## config.mk

```make
export PLATFORM = sky130hd
export DESIGN_NAME = polar_encoder_seq
export DESIGN_NICKNAME = d
export VERILOG_FILES = /design/src/rtl/polar_pkg.sv /design/src/rtl/polar_butterfly_stage.sv /design/src/rtl/polar_encoder_seq.sv
export SDC_FILE = /design/constraint.sdc
export NUM_CORES = 1
export LEC_CHECK = 0
export ABC_CLOCK_PERIOD_IN_PS = 4200
export BUFFER_PORTS_ARGS = -buffer_cell sky130_fd_sc_hd__buf_2
export CAP_MARGIN = 40
export CORE_UTILIZATION = 33
export DETAILED_ROUTE_END_ITERATION = 10
export PLACE_DENSITY_LB_ADDON = 0.12
export SYNTH_ARGS = -nofsm -noshare
export SYNTH_HDL_FRONTEND = slang
export SYNTH_HIERARCHICAL = 1
export SYNTH_SLANG_ARGS = --single-unit
export TNS_END_PERCENT = 100
```

## constraint.sdc

```tcl
create_clock -name clk -period 4.2 [get_ports clk]
set_input_delay 0.42 -clock clk [delete_from_list [all_inputs] [get_ports clk]]
set_output_delay 0.42 -clock clk [all_outputs]
set_load 0.02 [all_outputs]
```

## src/rtl/polar_pkg.sv

```systemverilog
// rtl/polar_pkg.sv - shared polar code types and helpers
//
// Purpose: controller state encoding shared by the polar encoder and
// decoder controllers, plus a constant log2 helper for sizing stage and
// position counters.
// Ports: none (package).

package polar_pkg;

  typedef enum logic [1:0] {
    IDLE = 2'd0,
    LOAD = 2'd1,
    ENC  = 2'd2,
    OUT  = 2'd3
  } polar_state_t;

  // Ceiling log2; a power-of-two argument yields the exact exponent.
  function automatic int polar_log2(input int value);
    int r;
    r = 0;
    while ((1 << r) < value) r++;
    return r;
  endfunction

endpackage

```

## src/rtl/polar_butterfly_stage.sv

```systemverilog
// rtl/polar_butterfly_stage.sv - one in-place XOR butterfly stage of F^{(x)n}
//
// Purpose: applies butterfly stage "stage" to the N-bit vector u_in. For
// every index i whose bit "stage" is 0, u_out[i] = u_in[i] ^ u_in[i + 2^stage];
// all other bits pass through unchanged. Purely combinational.
// Ports:
//   u_in   in  N      vector before the stage
//   stage  in  LOG2N  stage index, 0..LOG2N-1
//   u_out  out N      vector after the stage

module polar_butterfly_stage
  import polar_pkg::*;
#(
  parameter int N     = 64,
  parameter int LOG2N = polar_log2(N)
) (
  input  logic [N-1:0]     u_in,
  input  logic [LOG2N-1:0] stage,
  output logic [N-1:0]     u_out
);

  always_comb begin
    u_out = u_in;
    for (int s = 0; s < LOG2N; s++) begin
      if (stage == LOG2N'(s)) begin
        for (int i = 0; i < N; i++) begin
          // Partner index i | span equals i + span when bit s of i is clear,
          // and stays in range for every i, so no bounds special-casing.
          if (((i >> s) & 1) == 0) begin
            u_out[i] = u_in[i] ^ u_in[i | (1 << s)];
          end
        end
      end
    end
  end

endmodule

```

## src/rtl/polar_encoder_seq.sv

```systemverilog
// rtl/polar_encoder_seq.sv - sequential polar encoder, x = u * F^{(x)n}
//
// Purpose: latches a frozen-bit mask, fills the source vector u one
// position per cycle (frozen positions forced to 0, info positions taken
// from the in_bit stream), runs LOG2N butterfly stages one per cycle and
// presents the codeword in natural order until the downstream accepts it.
// Ports:
//   clk, rst_n           clock, synchronous active-low reset
//   start, frozen_mask   begin a codeword (IDLE only); mask bit i = 1 freezes u[i]
//   busy                 high whenever the controller is not IDLE
//   in_bit, in_valid     information bit stream
//   in_ready             bit consumed when in_valid && in_ready
//   cw_data, cw_valid    codeword, bit i = x_i
//   cw_ready             downstream accepts the codeword

module polar_encoder_seq
  import polar_pkg::*;
#(
  parameter int N     = 64,
  parameter int LOG2N = $clog2(N)
) (
  input  logic         clk,
  input  logic         rst_n,
  input  logic         start,
  input  logic [N-1:0] frozen_mask,
  output logic         busy,
  input  logic         in_bit,
  input  logic         in_valid,
  output logic         in_ready,
  output logic [N-1:0] cw_data,
  output logic         cw_valid,
  input  logic         cw_ready
);

  localparam logic [LOG2N-1:0] POS_LAST   = LOG2N'(N - 1);
  localparam logic [LOG2N-1:0] STAGE_LAST = LOG2N'(LOG2N - 1);

  polar_state_t     state;
  logic [N-1:0]     mask;
  logic [N-1:0]     u;
  logic [N-1:0]     u_next;
  logic [LOG2N-1:0] pos;
  logic [LOG2N-1:0] stage;
  logic             pos_frozen;
  logic             pos_done;

  polar_butterfly_stage #(
    .N     (N),
    .LOG2N (LOG2N)
  ) u_stage (
    .u_in  (u),
    .stage (stage),
    .u_out (u_next)
  );

  // in_ready depends only on registered state, never on in_valid, so the
  // upstream source may safely derive in_valid from in_ready.
  assign pos_frozen = mask[pos];
  assign in_ready   = (state == LOAD) && !pos_frozen;
  assign pos_done   = (state == LOAD) && (pos_frozen || in_valid);
  assign busy       = (state != IDLE);

  always_ff @(posedge clk) begin
    if (!rst_n) begin
      state    <= IDLE;
      mask     <= '0;
      u        <= '0;
      pos      <= '0;
      stage    <= '0;
      cw_data  <= '0;
      cw_valid <= 1'b0;
    end else begin
      case (state)
        IDLE: begin
          if (start) begin
            mask  <= frozen_mask;
            u     <= '0;
            pos   <= '0;
            state <= LOAD;
          end
        end

        LOAD: begin
          // u was cleared on entry, so frozen positions need no write.
          if (!pos_frozen && in_valid) begin
            u[pos] <= in_bit;
          end
          if (pos_done) begin
            if (pos == POS_LAST) begin
              stage <= '0;
              state <= ENC;
            end else begin
              pos <= pos + 1'b1;
            end
          end
        end

        ENC: begin
          u <= u_next;
          if (stage == STAGE_LAST) begin
            cw_data  <= u_next;
            cw_valid <= 1'b1;
            state    <= OUT;
          end else begin
            stage <= stage + 1'b1;
          end
        end

        OUT: begin
          // start in the handshake cycle is not seen: IDLE samples it next cycle.
          if (cw_ready) begin
            cw_valid <= 1'b0;
            state    <= IDLE;
          end
        end

        default: state <= IDLE;
      endcase
    end
  end

endmodule

```

==> results_dict.tcl <==
set metrics [dict create \
    crit_path_start_kind "flop" \
    setup_viol 0 \
    hold_viol_final 0 \
    nets 1719 \
    gp_congestion 0.937 \
    synthCells 1574 \
    cts_max_path_buffers 3 \
    cp_data_required_time_ns 3.78 \
    yosysSeqAreaShare_pct 33.5 \
    coreArea_mm2 0.0368 \
    worst-r2r-cell-count 8 \
    critPathKind "reg -> out" \
    dpl_worst_slack_ns 0.798 \
    hold_start "frozen_mask[34]" \
    dp_hpwl_um 29500 \
    drc 0 \
    tightest_slew_ns 0.899 \
    r2r_end "u[27]" \
    async_flop_share_pct 0 \
    setup_tns_ns 0 \
    clk_pin_slew_ns 0.06 \
    peakVddDrop_v 0.000427 \
    antennaDiodeCount 0 \
    detail-route-antenna-nets 0 \
    grt_overflow 0 \
    clock-root-buffer "clkbuf_16" \
    cellPowerDensity_mw_per_mm2 441 \
    synth_top_cell_by_area "dfxtp_1" \
    grt_pass1_vias 11500 \
    layout_commonest_cell "nand2_1" \
    clock_skew_ns 0.0216 \
    holdPathStages 3 \
    rsz0062_at_grt "no" \
    synth_area_leaders "dfxtp_1 33%, nand2_1 13%, a21boi_0 7.8%" \
    cpPeakStageDelay_ns 0.91 \
    cts.sink_count 207 \
    cts_resized 0 \
    utilization_pct 39.0 \
    hold_path_class "in -> reg" \
    synth_cell_type_count 74 \
    crit_slowest_cell "dfxtp_1" \
    synth_top_flop_cell "dfxtp_1" \
    die_h_um 196 \
    first_pass_iters 6 \
    holdPathEnd "mask[34]" \
    crit_fanout 20 \
    fmax_mhz 257 \
    cp_cell_sequence "nand2_1 > a211oi_1 > a2111oi_1 > o31ai_4 > and4_1 > buf_2" \
    synth_area_per_cell_um2 7.86 \
    grt_max_degree 134 \
    std_cell_rows 70 \
    worst_slack_ns 0.308 \
    viasPerCell 5.58 \
    synth_edf_count 0 \
    leakage_nw 5.42 \
    crit_arrival_ns 3.47 \
    wl_per_cell_um 21.0 \
    clock_latency_ns 0.57 \
    grt_pass1_wl_um 69400 \
    antenna_found_initial 0 \
    synth_warnings 6 \
    cts_hold_buf 0 \
    drive_gt1_share_pct 18.5 \
    io_pins 137 \
    synth_fp_nets 1651 \
    syn_area_mm2 0.0124 \
    cts_tree "yes" \
    synth_top_cell_area_share_pct 33.5 \
    area_growth_pct 16.1 \
    reg2reg_from "pos[1]" \
    start_util_pct 33.6 \
    endpoint_kind "output pin" \
    die_w_um 196 \
    grt_usage_pct 23.2 \
    vias 11900 \
    drt_iter0_drc 923 \
    cap_violations 0 \
    ys_ff_latch 207 \
    reg2reg_slack_ns 0.75 \
    cts_buffers 27 \
    finalCriticalPeriod_ns 3.89 \
    mostFrequentLayoutCells "424 x nand2_1, 207 x dfxtp_1, 135 x buf_2" \
    finalPower_mw 6.34 \
    io_buffers 136 \
    slew_violations 0 \
    status "completed" \
    relSlewSlack_pct 40.0 \
    drt_wl_total_um 44700 \
    timing.final.crit_share_pct 92.7 \
    postCtsSetupBuffers 0 \
    htreeDepth 1 \
    dieArea_mm2 0.0383 \
]
==> worst max-delay path: cells and delay by family (launching register included) <==
kind / cells / cell delay [ns]
compound gates: 3 / 1.07
flops: 1 / 0.91
simple gates: 2 / 0.74
buf+inv: 1 / 0.18
==> metrics by stage <==
step           hold WS, ns  instances  cell area (µm²)
3_3_place_gp         0.449       2079            13300
3_5_place_dp         0.455       2081            13400
5_1_grt             0.0926       2131            14400
6_report             0.100       2131            14400
4_1_cts             0.0739       2131            14400
2_1_floorplan        0.439       1574            12400
==> layer usage <==
layer	routed length (µm)	part of all wire [%]	GRT usage [%]	up-vias
li1	-	-	-	5664
met1	21100	47	32.8	5714
met2	19700	44	36.4	431
met3	2570	5.8	2.61	79
met4	1290	2.9	7.70	0
met5	0	0	0	-
==> synthesized netlist by cell type, types with 8 or more instances <==
library cell  number
nand2_1          426
dfxtp_1          207
a21boi_0         129
clkbuf_1          87
nand3_1           81
nor2_1            71
a22o_1            68
a21boi_1          64
mux2_2            60
xnor2_1           35
a22oi_1           30
xor2_1            28
o21ai_0           22
a21oi_1           19
buf_2             19
mux2i_1           18
a222oi_1          13
nor3_1            12
o22ai_1           12
buf_6             10
buf_1              9
inv_1              9
nor2b_1            9
a31oi_1            8
and3_1             8
==> layout make-up <==
class / count / area [µm²]
sequential: 207 / 4140
fill: 3875 / 22400
tap: 468 / 586
clock buffer: 36 / 759
multi-input combinational: 1226 / 7610
inverter: 10 / 37.5
clock inverter: 14 / 221
timing repair buffer: 170 / 1010
==> report_power, final <==
| group | internal (mW) | switching [mW] | leakage [nW] | total (mW) |
|---|---|---|---|---|
| clock | 1.58 | 0.960 | 0.474 | 2.54 |
| combinational | 0.419 | 1.22 | 3.26 | 1.64 |
| sequential | 2.08 | 0.0752 | 1.68 | 2.16 |
| total | 4.08 | 2.25 | 5.42 | 6.34 |
==> flip-flops by register name (all words and copies together), names as in the netlist <==
name,cells
state,2
mask,64
cw_valid,1
pos,6
u,64
cw_data,64
stage,6
==> worst max-delay path by stage <==
stage	from	end	slack, ns	depth (start not counted)
global route	pos[1]	in_ready	0.13	6
CTS	pos[1]	in_ready	0.25	6
finish	pos[1]	in_ready	0.31	6
global placement	pos[0]	u[4]	0.63	8
detailed placement	pos[1]	u[55]	0.80	8
floorplan	pos[1]	stage[4]	1.82	11
==> logic make-up (layout without fill, tap and decap cells) <==
group	count (synthesis)	after routing	share of synthesized area, %
muxes	82	82	7.58
buffers and inverters	141	230	5.26
DFF	207	207	33.5
and+or+nand+nor	661	661	23.0
AOI/OAI and AO/OA	413	413	25.5
adders and majority gates	7	7	0.708
xor gates and xnor gates	63	63	4.46
Power figures use the tool's default switching activity.
